### config.mk
export PLATFORM = sky130hd
export DESIGN_NAME = adder_pipe_seg_flat
export DESIGN_NICKNAME = d
export VERILOG_FILES = /design/src/rtl/adder_pipe_seg_if.sv /design/src/rtl/adder_pipe_seg.sv /design/src/flat_wrapper.sv
export SDC_FILE = /design/constraint.sdc
export NUM_CORES = 1
export LEC_CHECK = 0
export BUFFER_PORTS_ARGS = -buffer_cell sky130_fd_sc_hd__buf_2
export CORE_MARGIN = 8
export CORE_UTILIZATION = 30
export DETAILED_ROUTE_END_ITERATION = 12
export PLACE_DENSITY = 0.54
export SLEW_MARGIN = 30
export SYNTH_ARGS = -nofsm -noshare
export SYNTH_HDL_FRONTEND = slang
export SYNTH_SLANG_ARGS = --single-unit
### constraint.sdc
create_clock -name clk -period 31.3 [get_ports clk]
set_clock_uncertainty 0.2 [all_clocks]
set_input_delay 6.26 -clock clk [delete_from_list [all_inputs] [get_ports clk]]
set_output_delay 6.26 -clock clk [all_outputs]
set_load 0.02 [all_outputs]
### src/rtl/adder_pipe_seg_if.sv
// adder_pipe_seg_if
//   Operand/result stream bundle for adder_pipe_seg.
//   Parameter WIDTH : operand and sum width in bits.
//   Signals:
//     in_valid/in_ready   operand beat handshake (producer -> adder)
//     a, b, cin, sub      operands, carry-in and subtract select
//     out_valid/out_ready result beat handshake (adder -> consumer)
//     sum, cout, ovf      result, carry out of MSB, signed overflow
//   Modports: master = the side that drives operands and consumes results,
//             slave  = the adder.
interface adder_pipe_seg_if #(
  parameter int WIDTH = 64
);
  logic             in_valid;
  logic             in_ready;
  logic [WIDTH-1:0] a;
  logic [WIDTH-1:0] b;
  logic             cin;
  logic             sub;
  logic             out_valid;
  logic             out_ready;
  logic [WIDTH-1:0] sum;
  logic             cout;
  logic             ovf;

  modport master (
    output in_valid, a, b, cin, sub, out_ready,
    input  in_ready, out_valid, sum, cout, ovf
  );

  modport slave (
    input  in_valid, a, b, cin, sub, out_ready,
    output in_ready, out_valid, sum, cout, ovf
  );
endinterface

### src/rtl/adder_pipe_seg.sv
// adder_pipe_seg
//   Carry-pipelined adder/subtractor. The WIDTH-bit add is split into SEGS
//   segments of SW = WIDTH/SEGS bits; each pipeline stage resolves one
//   segment using the carry registered by the previous stage, so the longest
//   combinational path is a single SW-bit carry chain. Latency is SEGS+1
//   clock edges, throughput one beat per cycle, with a global stall.
//   Parameters:
//     WIDTH (8..256) operand/sum width; SEGS segment count, WIDTH % SEGS == 0.
//   Ports:
//     clk, rst_n            clock, asynchronous active-low reset
//     bus (slave)           operand/result handshake bundle (adder_pipe_seg_if)
//     op_count, stall_count statistics counters
//   Build option:
//     ADDER_PIPE_SEG_STATS_EN  when defined, op_count counts accepted beats and
//     stall_count counts cycles with out_valid && !out_ready (both saturate);
//     when undefined both are tied to zero and no counters exist.
module adder_pipe_seg #(
  parameter int WIDTH = 64,
  parameter int SEGS  = 4
) (
  input  logic              clk,
  input  logic              rst_n,
  adder_pipe_seg_if.slave   bus,
  output logic [31:0]       op_count,
  output logic [31:0]       stall_count
);

  localparam int SW = WIDTH / SEGS;

  // Global advance enable: the whole pipe moves only when the output slot
  // is empty or being drained.
  logic en;

  // Stage k (0..SEGS-1) registers: operands (with b already inverted for
  // subtract), the carry into segment k, the low result bits resolved so far
  // and the beat's valid bit. The final stage is the output register set.
  logic [WIDTH-1:0] a_p [SEGS];
  logic [WIDTH-1:0] b_p [SEGS];
  logic [WIDTH-1:0] r_p [SEGS];
  logic [SEGS-1:0]  c_p;
  logic [SEGS-1:0]  vld_p;

  // seg_sum[k] is the SW-bit sum of segment k-1 plus its carry-out.
  logic [SW:0]      seg_sum [1:SEGS];
  logic [WIDTH-1:0] res_full;
  logic             ovf_next;

  function automatic logic [SW:0] seg_add(input logic [SW-1:0] x,
                                          input logic [SW-1:0] y,
                                          input logic          ci);
    return {1'b0, x} + {1'b0, y} + {{SW{1'b0}}, ci};
  endfunction

  function automatic logic [31:0] sat_inc(input logic [31:0] v);
    return (v == 32'hFFFF_FFFF) ? v : v + 32'd1;
  endfunction

  assign en           = !bus.out_valid || bus.out_ready;
  assign bus.in_ready = en;

  always_comb begin
    for (int k = 1; k <= SEGS; k++) begin
      seg_sum[k] = seg_add(a_p[k-1][(k-1)*SW +: SW],
                           b_p[k-1][(k-1)*SW +: SW],
                           c_p[k-1]);
    end
  end

  // Top segment completes the result; overflow is carry into the MSB
  // (recovered as a^b^sum at that bit) XOR carry out of the MSB.
  always_comb begin
    res_full = r_p[SEGS-1];
    res_full[WIDTH-SW +: SW] = seg_sum[SEGS][SW-1:0];
  end

  assign ovf_next = a_p[SEGS-1][WIDTH-1] ^ b_p[SEGS-1][WIDTH-1] ^
                    res_full[WIDTH-1] ^ seg_sum[SEGS][SW];

  // Datapath registers carry no reset; the valid bits qualify them.
  always_ff @(posedge clk) begin
    if (en) begin
      // ---- stage 0: capture operands, fold subtract into b' and c0 ----
      a_p[0] <= bus.a;
      b_p[0] <= bus.sub ? ~bus.b : bus.b;
      c_p[0] <= bus.sub | bus.cin;
      r_p[0] <= '0;
      // ---- stages 1..SEGS-1: resolve segment k-1, delay the rest ----
      for (int k = 1; k < SEGS; k++) begin
        a_p[k] <= a_p[k-1];
        b_p[k] <= b_p[k-1];
        c_p[k] <= seg_sum[k][SW];
        r_p[k] <= r_p[k-1];
        r_p[k][(k-1)*SW +: SW] <= seg_sum[k][SW-1:0];
      end
    end
  end

  always_ff @(posedge clk or negedge rst_n) begin
    if (!rst_n) begin
      vld_p         <= '0;
      bus.out_valid <= 1'b0;
      bus.sum       <= '0;
      bus.cout      <= 1'b0;
      bus.ovf       <= 1'b0;
    end else if (en) begin
      vld_p[0] <= bus.in_valid;
      for (int k = 1; k < SEGS; k++) begin
        vld_p[k] <= vld_p[k-1];
      end
      // ---- stage SEGS: last segment into the output registers ----
      bus.out_valid <= vld_p[SEGS-1];
      if (vld_p[SEGS-1]) begin
        bus.sum  <= res_full;
        bus.cout <= seg_sum[SEGS][SW];
        bus.ovf  <= ovf_next;
      end
    end
  end

`ifdef ADDER_PIPE_SEG_STATS_EN
  always_ff @(posedge clk or negedge rst_n) begin
    if (!rst_n) begin
      op_count    <= '0;
      stall_count <= '0;
    end else begin
      if (bus.in_valid && en) begin
        op_count <= sat_inc(op_count);
      end
      if (bus.out_valid && !bus.out_ready) begin
        stall_count <= sat_inc(stall_count);
      end
    end
  end
`else
  assign op_count    = '0;
  assign stall_count = '0;
`endif

endmodule
### src/flat_wrapper.sv
// flat-port wrapper written by rule: the top's interface ports become plain ports
module adder_pipe_seg_flat 
#(
  parameter int WIDTH = 64,
  parameter int SEGS  = 4
)
  (clk, rst_n, op_count, stall_count, bus_in_valid, bus_a, bus_b, bus_cin, bus_sub, bus_out_ready, bus_in_ready, bus_out_valid, bus_sum, bus_cout, bus_ovf);
  adder_pipe_seg_if #(.WIDTH(WIDTH)) bus_i ();
  input  logic clk;
  input  logic rst_n;
  output logic [31:0] op_count;
  output logic [31:0] stall_count;
  input wire logic [$bits(bus_i.in_valid)-1:0] bus_in_valid;
  input wire logic [$bits(bus_i.a)-1:0] bus_a;
  input wire logic [$bits(bus_i.b)-1:0] bus_b;
  input wire logic [$bits(bus_i.cin)-1:0] bus_cin;
  input wire logic [$bits(bus_i.sub)-1:0] bus_sub;
  input wire logic [$bits(bus_i.out_ready)-1:0] bus_out_ready;
  output wire logic [$bits(bus_i.in_ready)-1:0] bus_in_ready;
  output wire logic [$bits(bus_i.out_valid)-1:0] bus_out_valid;
  output wire logic [$bits(bus_i.sum)-1:0] bus_sum;
  output wire logic [$bits(bus_i.cout)-1:0] bus_cout;
  output wire logic [$bits(bus_i.ovf)-1:0] bus_ovf;
  assign bus_i.in_valid = bus_in_valid;
  assign bus_i.a = bus_a;
  assign bus_i.b = bus_b;
  assign bus_i.cin = bus_cin;
  assign bus_i.sub = bus_sub;
  assign bus_i.out_ready = bus_out_ready;
  assign bus_in_ready = bus_i.in_ready;
  assign bus_out_valid = bus_i.out_valid;
  assign bus_sum = bus_i.sum;
  assign bus_cout = bus_i.cout;
  assign bus_ovf = bus_i.ovf;
  adder_pipe_seg #(.WIDTH(WIDTH), .SEGS(SEGS)) u_core (.clk(clk), .rst_n(rst_n), .bus(bus_i), .op_count(op_count), .stall_count(stall_count));
endmodule
==> results.toml <==
[grt]
grtUsageMet2_pct = 16.81
grt_max_degree = 189
track_usage_pct = 9.804
met1_usage_pct = 11.71
grt_pass1_wl_um = 55350
grt_remaining_overflow = 0
grtUsageMet3_pct = 2.425
grt_pass1_vias = 9979
busiest_layer = "met2"
antenna_found_initial = 4

[clock_network]
post_cts_resize_count = 0
clk_pin_slew_worst_paths_ns = 0.06
clockRootBuffer = "clkbuf_16"
clk_latency_ns = 0.59
numClockSinks = 491
clockBufferDepth = 3
cts_setup_buffers = 0
cts_tree = "yes"
cts_buffers = 55
htree_levels = 2
ctsHoldBuffers = 0

[routing]
ant_nets = 0
wl_per_cell_um = 16.05
drc = 0
vias = 9521
via_per_inst = 4.207
drtIter0Drc = 468
firstDrtPassIters = 4
routed_wirelength_um = 36330

[setup_path]
critical_path_buf_inv_count = 2
critPathSlowestCell = "buf_2"
r2r-end = "u_core.c_p[3]"
crit_top_cell = "buf_2"
cp_max_fo = 12
slowest_delay_ns = 0.29
ff2ff_path_depth = 9
required_ns = 24.84
r2r-start = "u_core.c_p[2]"
crit_cells = 3
path_delay_family = "buffers and inverters"
critPathKind = "input port to output pin"
arrival_ns = 6.90
end_kind = "output pin"
worstSetupStartpointType = "input port"
ff2ff_setup_slack_ns = 28.09
cp_cell_sequence = "buf_2 -> nand2b_4 -> buf_2"
cp-startpoint = "bus_out_ready"
critPathCapture = "bus_in_ready"

[logic_synthesis]
ys_seq_elements = 491
syn_area_per_cell_um2 = 17.17
ys_warn_count = 0
ys_types = 61
synthesis.instances = 1119
seq_area_frac_synth_pct = 74.91
ys_async_sr_fraction_pct = 14.46
yosysMostFrequentCell = "edfxtp_1"
synth_ff_type = "edfxtp_1"
synth_area_leaders = "edfxtp_1, dfrtp_1, ha_1, xor2_1, buf_4"
synth_top_area_cell = "edfxtp_1"
synth_edf_count = 420
netlist.area_leader.share_pct = 65.66
synthTopCellsByCount = "edfxtp_1, xor2_1, dfrtp_1, buf_4, ha_1"
synthesis.area_um2 = 19210

[power_and_ir_drop]
sw_frac_of_total_pct = 30.32
internal_power_w = 0.001638
p_clk_share_pct = 26.7
p_comb_share_pct = 27.0
p_leak_nw = 8.904
p_seq_share_pct = 46.4
powerDensity_nw_per_um2 = 102.8
switchingPower_w = 0.0007127
ir_drop_v = 0.00004679
total_power_w = 0.002351

[place]
place_hpwl_um = 24720
port_buffers = 201
gp_congestion = 0.7949
place_inst = 2155

[floorplan]
pin_count = 266
dieWidth_um = 269.0
die-area_um2 = 72380
fp-row-count = 92
core_um2 = 63200
die_h_um = 269.0
start_util_pct = 30.40

[sta]
slew_viol_final = 0
timing.fmax_ghz = 0.07485
finalCriticalPeriod_ns = 13.36
worst_pin_slew_ns = 0.9029
fin_crit_sh_pct = 42.68
finalSetupViolCount = 0
rsz0062_at_grt = "no"
fin_setup_tns_ns = 0
relSlewSlack_pct = 39.81
final_hold_viol_count = 0

[layout]
drive_gt1_share_pct = 23.55
final_core_util_pct = 36.20
fin_cells = 2263
nets = 1569
area_growth_pct = 19.10

[worst_hold_path]
min_path_type = "flop to flop"

[run_status]
outcome = "complete, no violations"

[run]
drv_cap = 0
worst register-to-register path, cell delays in order, from the launching register on:
cell	delay (ns)
edfxtp_1	0.39
fa_1	0.49
fa_1	0.43
a21o_1	0.22
nand3_1	0.16
a31oi_1	0.21
a31oi_2	0.27
o21bai_1	0.13
a2111oi_2	0.37
a21oi_1	0.07
per-layer routing:
metal  vias up  part of all wire, %
met5         -                0.028
met4         2                  3.2
met3        66                  5.0
met2       183                   50
met1      4682                   42
li1       4588                    -
worst min-delay path by stage:
stage	start	endpoint	depth (start not counted)
after floorplan	u_core.a_p[0][16]	u_core.a_p[1][16]	0
after detailed placement	u_core.a_p[0][26]	u_core.a_p[1][26]	0
after CTS	u_core.a_p[0][35]	u_core.a_p[1][35]	0
final	u_core.a_p[0][59]	u_core.a_p[1][59]	0
after global placement	u_core.a_p[1][44]	u_core.a_p[2][44]	0
after global routing	u_core.a_p[0][59]	u_core.a_p[1][59]	0
layout make-up:
| class | count | area (um2) |
|---|---|---|
| clock buffers | 82 | 1549 |
| inverters | 27 | 101.3 |
| diodes | 3 | 7.507 |
| repair buffers | 209 | 1111 |
| clock inverters | 22 | 235.2 |
| flip-flops and latches | 491 | 14390 |
| fillers | 5957 | 40320 |
| multi-input cells | 583 | 4425 |
| well taps | 846 | 1059 |
cell usage in the layout (no fill, tap or decap), types with 3 or more instances in the layout:
master,n
conb_1,64
a21o_1,17
mux2_1,22
nand4_1,4
nand3_1,10
fa_1,8
buf_2,199
dfrtp_1,71
xor2_1,79
xnor2_1,27
bufinv_16,4
edfxtp_1,420
clkbuf_8,5
inv_6,3
mux2_2,33
o211ai_1,5
clkinv_2,5
or4_1,3
nor4_1,4
a221oi_2,3
clkbuf_16,56
a211oi_1,5
nor3_1,11
nor2b_1,8
buf_4,6
o21bai_1,8
ha_1,60
a31oi_1,9
clkbuf_1,21
o21a_1,10
a21oi_1,42
diode_2,3
nor2_1,37
clkinv_1,6
o21ai_1,20
inv_1,27
nand2_1,29
o21ai_0,21
logic make-up (layout without fill, tap and decap cells):
family | count (synthesis) | after routing | share of synthesized area (%)
compound gates | 166 | 166 | 5.771
xor+xnor | 106 | 106 | 4.833
fa+ha+maj | 68 | 68 | 4.742
buf+inv | 108 | 340 | 3.361
flops | 491 | 491 | 74.91
mux | 56 | 56 | 3.276
other cells | 1 | 67 | 0.01952
simple gates | 123 | 123 | 3.087
state kept, by name, summed over array words and instances, names as in the netlist:
name,flops
u_core.bus.out_valid,1
u_core.r_p,96
u_core.bus.sum,64
u_core.bus.cout,1
u_core.c_p,4
u_core.bus.ovf,1
u_core.vld_p,4
u_core.a_p,160
u_core.b_p,160
power by group through the flow:
stage | sequential [W] | clock, W | combinational, W
5_1_grt | 0.00112 | 0.000679 | 0.000704
3_3_place_gp | 0.00110 | 0 | 0.000624
4_1_cts | 0.00110 | 0.000655 | 0.000644
3_5_place_dp | 0.00111 | 0 | 0.000640
2_1_floorplan | 0.00120 | 0 | 0.000414
6_report | 0.00109 | 0.000627 | 0.000634
metrics by stage:
| step | worst slack [ns] | hold slack (ns) | area (um2) |
|---|---|---|---|
| global placement | 17.92 | 0.2019 | 21050 |
| detailed placement | 17.92 | 0.2045 | 21050 |
| global route | 17.91 | 0.2083 | 22870 |
| finish | 17.94 | 0.2101 | 22880 |
| floorplan | 6.808 | 0.2003 | 19440 |
| CTS | 17.92 | 0.2022 | 22840 |
Power figures use the tool's default switching activity.
